==> src/rtl/fp_pkg.sv <==
// Shared constants and encodings for the float-to-integer converter.
// Field widths follow the adder's packed single-precision format.
package fp_pkg;

  localparam int WIDTH_TOTAL = 32;
  localparam int WIDTH_E     = 8;
  localparam int WIDTH_F     = 23;
  localparam int WIDTH_I     = 32;
  localparam int BIAS        = 127;
  localparam int EXP_MAX     = 255;

  localparam logic [WIDTH_I-1:0] INT_MAX = 32'h7FFF_FFFF;
  localparam logic [WIDTH_I-1:0] INT_MIN = 32'h8000_0000;

  // -2^31 is the only e>=158 operand that still fits
  localparam logic [WIDTH_TOTAL-1:0] FA_INT_MIN = 32'hCF00_0000;

  typedef enum logic [1:0] {
    IDLE,
    SHIFT,
    DONE
  } state_t;

  typedef enum logic [2:0] {
    C_NAN,
    C_INF,
    C_SMALL,
    C_BIG,
    C_NORMAL
  } fclass_t;

endpackage

==> src/rtl/fp_to_int_if.sv <==
// Operand / result handshake bundle for fp_to_int.
// master drives operands and result acceptance; slave is the converter.
interface fp_to_int_if;
  import fp_pkg::*;

  logic                   in_valid;
  logic                   in_ready;
  logic [WIDTH_TOTAL-1:0] fa;
  logic                   out_valid;
  logic                   out_ready;
  logic [WIDTH_I-1:0]     iout;
  logic                   invalid;
  logic                   overflow;
  logic                   inexact;

  modport master (
    output in_valid, fa, out_ready,
    input  in_ready, out_valid, iout,
    input  invalid, overflow, inexact
  );

  modport slave (
    input  in_valid, fa, out_ready,
    output in_ready, out_valid, iout,
    output invalid, overflow, inexact
  );

endinterface

==> src/rtl/fp_unpack.sv <==
// Splits a packed float into fields and classifies it for conversion.
// d is the unbiased shift distance e - (BIAS + WIDTH_F).
module fp_unpack
  import fp_pkg::*;
(
  input  logic [WIDTH_TOTAL-1:0] fa,
  output logic                   s,
  output logic [WIDTH_E-1:0]     e,
  output logic [WIDTH_F-1:0]     f,
  output fclass_t                cls,
  output logic signed [WIDTH_E+1:0] d,
  output logic [WIDTH_E-1:0]     d_abs
);

  localparam logic [WIDTH_E-1:0] E_MAX = WIDTH_E'(EXP_MAX);
  localparam logic [WIDTH_E-1:0] E_ONE = WIDTH_E'(BIAS);
  localparam logic [WIDTH_E-1:0] E_BIG = WIDTH_E'(BIAS + WIDTH_I - 1);
  localparam logic signed [WIDTH_E+1:0] D_OFS =
    $signed((WIDTH_E+2)'(BIAS + WIDTH_F));

  logic is_nan, is_inf, is_small, is_big;

  assign s = fa[WIDTH_TOTAL-1];
  assign e = fa[WIDTH_TOTAL-2 -: WIDTH_E];
  assign f = fa[WIDTH_F-1:0];

  assign d     = $signed({2'b00, e}) - D_OFS;
  assign d_abs = WIDTH_E'(d[WIDTH_E+1] ? -d : d);

  assign is_nan   = (e == E_MAX) && (f != '0);
  assign is_inf   = (e == E_MAX) && (f == '0);
  assign is_small = (e < E_ONE);
  assign is_big   = (e != E_MAX) && (e >= E_BIG);

  always_comb begin
    cls = C_NORMAL;
    unique case (1'b1)
      is_nan:   cls = C_NAN;
      is_inf:   cls = C_INF;
      is_small: cls = C_SMALL;
      is_big:   cls = C_BIG;
      default:  cls = C_NORMAL;
    endcase
  end

endmodule

==> src/rtl/fp_to_int.sv <==
// Iterative float to int32 converter, round toward zero.
// Mantissa moves one bit per cycle; one conversion in flight.
module fp_to_int
  import fp_pkg::*;
(
  input  logic        clk,
  input  logic        rst,
  fp_to_int_if.slave  io
);

  state_t state, state_n;

  logic [WIDTH_I-1:0] mag, mag_n;
  logic [WIDTH_I-1:0] iout_q, iout_n;
  logic [WIDTH_E-1:0] cnt, cnt_n;
  logic sgn, sgn_n, left, left_n;
  logic inv_q, inv_n, ovf_q, ovf_n;
  logic inx_q, inx_n;

  logic                s;
  logic [WIDTH_E-1:0]  e;
  logic [WIDTH_F-1:0]  f;
  fclass_t             cls;
  logic signed [WIDTH_E+1:0] d;
  logic [WIDTH_E-1:0]  d_abs;

  fp_unpack u_unpack (
    .fa    (io.fa),
    .s     (s),
    .e     (e),
    .f     (f),
    .cls   (cls),
    .d     (d),
    .d_abs (d_abs)
  );

  assign io.in_ready  = (state == IDLE);
  assign io.out_valid = (state == DONE);
  assign io.iout      = iout_q;
  assign io.invalid   = inv_q;
  assign io.overflow  = ovf_q;
  assign io.inexact   = inx_q;

  always_comb begin
    state_n = state;
    mag_n   = mag;
    iout_n  = iout_q;
    cnt_n   = cnt;
    sgn_n   = sgn;
    left_n  = left;
    inv_n   = inv_q;
    ovf_n   = ovf_q;
    inx_n   = inx_q;
    unique case (state)
      IDLE: begin
        if (io.in_valid) begin
          sgn_n   = s;
          iout_n  = '0;
          inv_n   = 1'b0;
          ovf_n   = 1'b0;
          inx_n   = 1'b0;
          state_n = DONE;
          unique case (cls)
            C_NAN: begin
              iout_n = INT_MAX;
              inv_n  = 1'b1;
            end
            C_INF: begin
              iout_n = s ? INT_MIN : INT_MAX;
              ovf_n  = 1'b1;
            end
            C_SMALL: begin
              inx_n = (e != '0) || (f != '0);
            end
            C_BIG: begin
              if (io.fa == FA_INT_MIN) begin
                iout_n = INT_MIN;
              end else begin
                iout_n = s ? INT_MIN : INT_MAX;
                ovf_n  = 1'b1;
              end
            end
            default: begin
              mag_n   = {{(WIDTH_I-WIDTH_F-1){1'b0}}, 1'b1, f};
              cnt_n   = d_abs;
              left_n  = (d > 0);
              state_n = SHIFT;
            end
          endcase
        end
      end
      SHIFT: begin
        if (cnt != '0) begin
          if (left) begin
            mag_n = mag << 1;
          end else begin
            mag_n = mag >> 1;
            inx_n = inx_q | mag[0];
          end
          cnt_n = cnt - 1'b1;
        end else begin
          iout_n  = sgn ? (~mag + 1'b1) : mag;
          state_n = DONE;
        end
      end
      DONE: begin
        if (io.out_ready) state_n = IDLE;
      end
      default: state_n = IDLE;
    endcase
  end

  always_ff @(posedge clk) begin
    if (rst) begin
      state  <= IDLE;
      mag    <= '0;
      iout_q <= '0;
      cnt    <= '0;
      sgn    <= 1'b0;
      left   <= 1'b0;
      inv_q  <= 1'b0;
      ovf_q  <= 1'b0;
      inx_q  <= 1'b0;
    end else begin
      state  <= state_n;
      mag    <= mag_n;
      iout_q <= iout_n;
      cnt    <= cnt_n;
      sgn    <= sgn_n;
      left   <= left_n;
      inv_q  <= inv_n;
      ovf_q  <= ovf_n;
      inx_q  <= inx_n;
    end
  end

endmodule

==> src/flat_wrapper.sv <==
// flat-port wrapper written by rule: the top's interface ports become plain ports
module fp_to_int_flat import fp_pkg::*;
  (clk, rst, io_in_valid, io_fa, io_out_ready, io_in_ready, io_out_valid, io_iout, io_invalid, io_overflow, io_inexact);
  fp_to_int_if io_i ();
  input  logic clk;
  input  logic rst;
  input wire logic [$bits(io_i.in_valid)-1:0] io_in_valid;
  input wire logic [$bits(io_i.fa)-1:0] io_fa;
  input wire logic [$bits(io_i.out_ready)-1:0] io_out_ready;
  output wire logic [$bits(io_i.in_ready)-1:0] io_in_ready;
  output wire logic [$bits(io_i.out_valid)-1:0] io_out_valid;
  output wire logic [$bits(io_i.iout)-1:0] io_iout;
  output wire logic [$bits(io_i.invalid)-1:0] io_invalid;
  output wire logic [$bits(io_i.overflow)-1:0] io_overflow;
  output wire logic [$bits(io_i.inexact)-1:0] io_inexact;
  assign io_i.in_valid = io_in_valid;
  assign io_i.fa = io_fa;
  assign io_i.out_ready = io_out_ready;
  assign io_in_ready = io_i.in_ready;
  assign io_out_valid = io_i.out_valid;
  assign io_iout = io_i.iout;
  assign io_invalid = io_i.invalid;
  assign io_overflow = io_i.overflow;
  assign io_inexact = io_i.inexact;
  fp_to_int u_core (.clk(clk), .rst(rst), .io(io_i));
endmodule
==> config.mk <==
export PLATFORM = sky130hd
export DESIGN_NAME = fp_to_int_flat
export DESIGN_NICKNAME = d
export VERILOG_FILES = /design/src/rtl/fp_pkg.sv /design/src/rtl/fp_to_int_if.sv /design/src/rtl/fp_unpack.sv /design/src/rtl/fp_to_int.sv /design/src/flat_wrapper.sv
export SDC_FILE = /design/constraint.sdc
export NUM_CORES = 1
export LEC_CHECK = 0
export ABC_AREA = 1
export CAP_MARGIN = 20
export CORE_MARGIN = 2
export CORE_UTILIZATION = 55
export DETAILED_ROUTE_END_ITERATION = 16
export PLACE_DENSITY_LB_ADDON = 0.12
export SYNTH_ARGS = -nofsm -noshare
export SYNTH_HDL_FRONTEND = slang
export SYNTH_SLANG_ARGS = --single-unit
export TNS_END_PERCENT = 1
==> constraint.sdc <==
create_clock -name clk -period 3.3 [get_ports clk]
set_input_delay 0.825 -clock clk [delete_from_list [all_inputs] [get_ports clk]]
set_output_delay 0.825 -clock clk [all_outputs]
set_load 0.01 [all_outputs]
==> flow_summary.html <==
<table>
<tr><th>Metric</th><th>Value</th></tr>
<tr><th colspan="2">Outcome</th></tr>
<tr><td>Outcome</td><td>finished clean</td></tr>
<tr><th colspan="2">Yosys</th></tr>
<tr><td>Fraction of synthesis flops using an asynchronous set or reset pin</td><td>0</td></tr>
<tr><td>Register area share after synthesis</td><td>0.305</td></tr>
<tr><td>Flop and latch count out of synthesis</td><td>79</td></tr>
<tr><td>Synthesized netlist net count</td><td>876</td></tr>
<tr><td>Distinct cell type count after synthesis</td><td>36</td></tr>
<tr><td>Fraction of synthesized cell area taken by the top area cell type</td><td>0.305</td></tr>
<tr><td>Library cell with the largest summed area after synthesis</td><td>sky130_fd_sc_hd__dfxtp_1</td></tr>
<tr><td>YS warnings</td><td>0</td></tr>
<tr><td>Count of mapped cells out of synthesis</td><td>833</td></tr>
<tr><td>Number of flops mapped to enable cells by yosys</td><td>0</td></tr>
<tr><td>Cell area after technology mapping</td><td>0.00518 mm²</td></tr>
<tr><td>Per-instance average area after synthesis</td><td>6.22 µm²</td></tr>
<tr><td>Synth top area cells</td><td>sky130_fd_sc_hd__dfxtp_1 31%, sky130_fd_sc_hd__o21ai_0 11%, sky130_fd_sc_hd__nand2_1 11%</td></tr>
<tr><td>Primary flip-flop cell chosen by synthesis mapping</td><td>sky130_fd_sc_hd__dfxtp_1</td></tr>
<tr><th colspan="2">Routing</th></tr>
<tr><td>Drt via density</td><td>5.65</td></tr>
<tr><td>DR DRC count</td><td>0</td></tr>
<tr><td>DRT antenna net count</td><td>0</td></tr>
<tr><td>Detailed-route wire length</td><td>14,400 µm</td></tr>
<tr><td>DR WL/cell</td><td>14.5 µm</td></tr>
<tr><td>Number of vias after detailed routing</td><td>5,637</td></tr>
<tr><td>Number of DRC violations after detailed-routing iteration 0</td><td>432</td></tr>
<tr><td>Drt first pass iters</td><td>5</td></tr>
<tr><th colspan="2">Place</th></tr>
<tr><td>Weighted congestion at the end of routability-driven global placement</td><td>0.939</td></tr>
<tr><td>Cells after DPL</td><td>982</td></tr>
<tr><td>Sum of net half-perimeters after detailed placement</td><td>10,300 µm</td></tr>
<tr><td>Post-detailed-placement cell area</td><td>0.00588 mm²</td></tr>
<tr><td>Count of input and output buffers</td><td>72</td></tr>
<tr><th colspan="2">STA</th></tr>
<tr><td>Worst slew margin relative to its limit</td><td>0.467</td></tr>
<tr><td>Shortest clock period the worst path allows after layout</td><td>2.50 ns</td></tr>
<tr><td>Slew at the pin with the worst max-slew slack</td><td>0.799 ns</td></tr>
<tr><td>Fin crit share</td><td>0.757</td></tr>
<tr><td>Clock tree skew after final layout</td><td>0.0118 ns</td></tr>
<tr><td>Setup violations, final</td><td>0</td></tr>
<tr><td>Pins Over Slew Limit</td><td>0</td></tr>
<tr><td>Hold Vio Cnt, Final</td><td>0</td></tr>
<tr><td>Fmax</td><td>0.400 GHz</td></tr>
<tr><td>RSZ-0062 raised after global routing</td><td>false</td></tr>
<tr><td>Setup tns final</td><td>0 ns</td></tr>
<tr><th colspan="2">Critical path</th></tr>
<tr><td>Cell with the most instances on the worst path</td><td>sky130_fd_sc_hd__nand2_1</td></tr>
<tr><td>Worst-path cell chain</td><td>clkdlybuf4s50_1, ha_1, inv_1, nand2_1, nand3_1, nand2_1, inv_1, nand2_1, nand2_1, nand2_2, buf_4, o21ai_0, a21oi_1</td></tr>
<tr><td>Kind of start point of the critical path</td><td>input pin</td></tr>
<tr><td>Highest-delay cell along the critical path</td><td>sky130_fd_sc_hd__clkdlybuf4s50_1</td></tr>
<tr><td>Arrival time of the worst setup path</td><td>2.79 ns</td></tr>
<tr><td>Data required time of the critical path</td><td>3.59 ns</td></tr>
<tr><td>CP max stage delay</td><td>0.58 ns</td></tr>
<tr><td>Setup CP Type</td><td>in2reg</td></tr>
<tr><td>CP endpoint kind</td><td>register</td></tr>
<tr><td>Worst Path Max Fanout</td><td>35</td></tr>
<tr><th colspan="2">Layout</th></tr>
<tr><td>Area delta synth-&gt;final</td><td>17.7%</td></tr>
<tr><td>Number of antenna cells inserted</td><td>0</td></tr>
<tr><td>Post-route non-filler standard cell count</td><td>997</td></tr>
<tr><td>Fraction of layout cells with a size suffix above 1</td><td>0.0598</td></tr>
<tr><td>Nets</td><td>925</td></tr>
<tr><td>Cell area after layout</td><td>0.00610 mm²</td></tr>
<tr><th colspan="2">Floorplanning</th></tr>
<tr><td>I/O pin total</td><td>73</td></tr>
<tr><td>Chip Height</td><td>101 µm</td></tr>
<tr><td>Core Box Area</td><td>0.00920 mm²</td></tr>
<tr><td>Row count</td><td>35</td></tr>
<tr><td>Die Outline Area</td><td>0.0102 mm²</td></tr>
<tr><td>Initial core utilization</td><td>0.564</td></tr>
<tr><td>Die width</td><td>101 µm</td></tr>
<tr><th colspan="2">GRT</th></tr>
<tr><td>Antenna violations before repair</td><td>0</td></tr>
<tr><td>Remaining global-route overflow</td><td>0</td></tr>
<tr><td>Total GRT Usage</td><td>0.291</td></tr>
<tr><td>Via count of the first global-routing pass</td><td>5,038</td></tr>
<tr><td>Pin count of the biggest net entering global routing</td><td>67</td></tr>
<tr><td>Wire length of the first global-routing pass</td><td>23,900 µm</td></tr>
<tr><th colspan="2">Hold path</th></tr>
<tr><td>Worst hold path class</td><td>reg2reg</td></tr>
<tr><th colspan="2">Power and ir drop</th></tr>
<tr><td>Internal Dissipation</td><td>0.00200 W</td></tr>
<tr><td>Sw Share</td><td>0.389</td></tr>
<tr><td>Clock power frac</td><td>0.249</td></tr>
<tr><td>Share of total power in combinational logic</td><td>0.372</td></tr>
<tr><td>Leakage power</td><td>2.63 nW</td></tr>
<tr><td>Net switching power figure</td><td>0.00127 W</td></tr>
<tr><td>Sequential cell fraction of total power</td><td>0.380</td></tr>
<tr><td>Maximum ir drop on the vdd rail</td><td>282 µV</td></tr>
<tr><td>Power density over cell area</td><td>537 mW/mm²</td></tr>
<tr><th colspan="2">Clock tree</th></tr>
<tr><td>Clock sink count</td><td>79</td></tr>
<tr><td>Total clock buffers created by CTS</td><td>9</td></tr>
<tr><td>TritonCTS clock tree</td><td>done</td></tr>
<tr><td>Count of hold-fix buffers inserted at cts</td><td>0</td></tr>
<tr><td>CTS clock-pin slew for the worst setup and hold paths</td><td>0.09 ns</td></tr>
<tr><td>Root buffer cell</td><td>sky130_fd_sc_hd__clkbuf_8</td></tr>
<tr><td>Insertion delay of the later-clocked pin in the worst-skew pair</td><td>0.36 ns</td></tr>
<tr><td>Count of cells resized by post-cts repair</td><td>0</td></tr>
<tr><td>Post CTS Setup Buffer Count</td><td>0</td></tr>
<tr><td>Clock tree buffer depth</td><td>2</td></tr>
<tr><td>Maximum level of the CTS H-tree</td><td>3</td></tr>
<tr><th colspan="2">Flow run</th></tr>
<tr><td>Number of max-cap violations</td><td>0</td></tr>
</table>
-- cell type report --
| class | instances | area (µm²) |
|---|---|---|
| fillers | 863 | 3100 |
| multi-input cells | 615 | 2990 |
| flip-flops and latches | 79 | 1580 |
| repair buffers | 81 | 801 |
| inverters | 96 | 365 |
| well taps | 111 | 139 |
| clock buffers | 10 | 138 |
| clock inverters | 5 | 81.3 |
-- stage by stage --
stage                     total power [W]  setup slack [ns]  utilization  hold slack, ns
after floorplan                   0.00208              1.16            -           0.455
after global placement            0.00242             0.513        0.639           0.458
after detailed placement          0.00245             0.416        0.639           0.468
after CTS                         0.00326             0.797        0.663           0.481
after global routing              0.00349             0.546        0.663           0.496
final                             0.00327             0.801        0.663           0.480
-- kinds of logic after synthesis --
group           count (synthesis)  synth area share
buf+inv                       139             0.117
compound gates                259             0.267
xor+xnor                        4           0.00676
flops                          79             0.305
fa+ha+maj                       7            0.0169
simple gates                  345             0.287
-- power groups by stage --
stage	Combinational (W)	Clock (W)	Sequential [W]
3_5_place_dp	0.00119	0	0.00126
3_3_place_gp	0.00117	0	0.00125
5_1_grt	0.00137	0.000855	0.00126
4_1_cts	0.00120	0.000824	0.00124
2_1_floorplan	0.000836	0	0.00125
6_report	0.00122	0.000813	0.00124
-- critical path, delay by kind of cell --
kind	cells	cell delay (ns)
buffers and inverters	4	1.02
and+or+nand+nor	6	0.43
AOI/OAI and AO/OA	2	0.27
adders and majority gates	1	0.22
-- sequential cells by signal, indices dropped and copies added (netlist names) --
| name | cells |
|---|---|
| u_core.io.iout | 32 |
| u_core.io.invalid | 1 |
| u_core.io.overflow | 1 |
| u_core.sgn | 1 |
| u_core.mag | 32 |
| u_core.io.inexact | 1 |
| u_core.state | 2 |
| u_core.cnt | 8 |
| u_core.left | 1 |
-- layout by cell type (no fill, tap or decap), drive strengths merged, types with 3 or more instances in the layout --
cell type / netlist / routed
nor3: 3 / 3
nand4: 16 / 16
nand3b: 6 / 6
nand2: 151 / 151
clkinv: 4 / 5
o22ai: 11 / 11
xor2: 3 / 3
a21oi: 96 / 96
o211ai: 3 / 3
ha: 7 / 7
inv: 92 / 93
clkdlybuf4s50: 0 / 72
clkbuf: 24 / 10
nor2: 104 / 104
dfxtp: 79 / 79
nand3: 60 / 60
buf: 19 / 9
o21ai: 146 / 146
-- final timing paths --
kind	start	slack [ns]	to	cells after the start
worst max register to register	u_core.state[0]	1.05	u_core.mag[24]	9
worst min-delay path	u_core.io.overflow	0.48	u_core.io.overflow	2
worst min register to register	u_core.io.overflow	0.48	u_core.io.overflow	2
worst max-delay path	io_fa[24]	0.80	u_core.mag[13]	13
-- synth_stat cells, types with 7 or more instances --
master                     instances
sky130_fd_sc_hd__o22ai_1          11
sky130_fd_sc_hd__nand4_1          15
sky130_fd_sc_hd__nand3_1          60
sky130_fd_sc_hd__dfxtp_1          79
sky130_fd_sc_hd__buf_2             8
sky130_fd_sc_hd__a21oi_1          86
sky130_fd_sc_hd__nor2_1          100
sky130_fd_sc_hd__a21oi_2          10
sky130_fd_sc_hd__inv_1            86
sky130_fd_sc_hd__nand2_1         149
sky130_fd_sc_hd__o21ai_1          33
sky130_fd_sc_hd__buf_6             8
sky130_fd_sc_hd__clkbuf_1         24
sky130_fd_sc_hd__o21ai_0         112
sky130_fd_sc_hd__ha_1              7
-- layer usage --
layer  vias to the layer above  wire (µm)  global-route usage  part of all wire
met2                       234       6640               0.470              0.46
met1                      2514       6430               0.406              0.44
met3                        17       1190              0.0395             0.082
met5                         -          0                   0                 0
met4                         0        195              0.0811             0.013
li1                       2872          -                   -                 -
No activity file was read; power rests on OpenSTA's default activity.
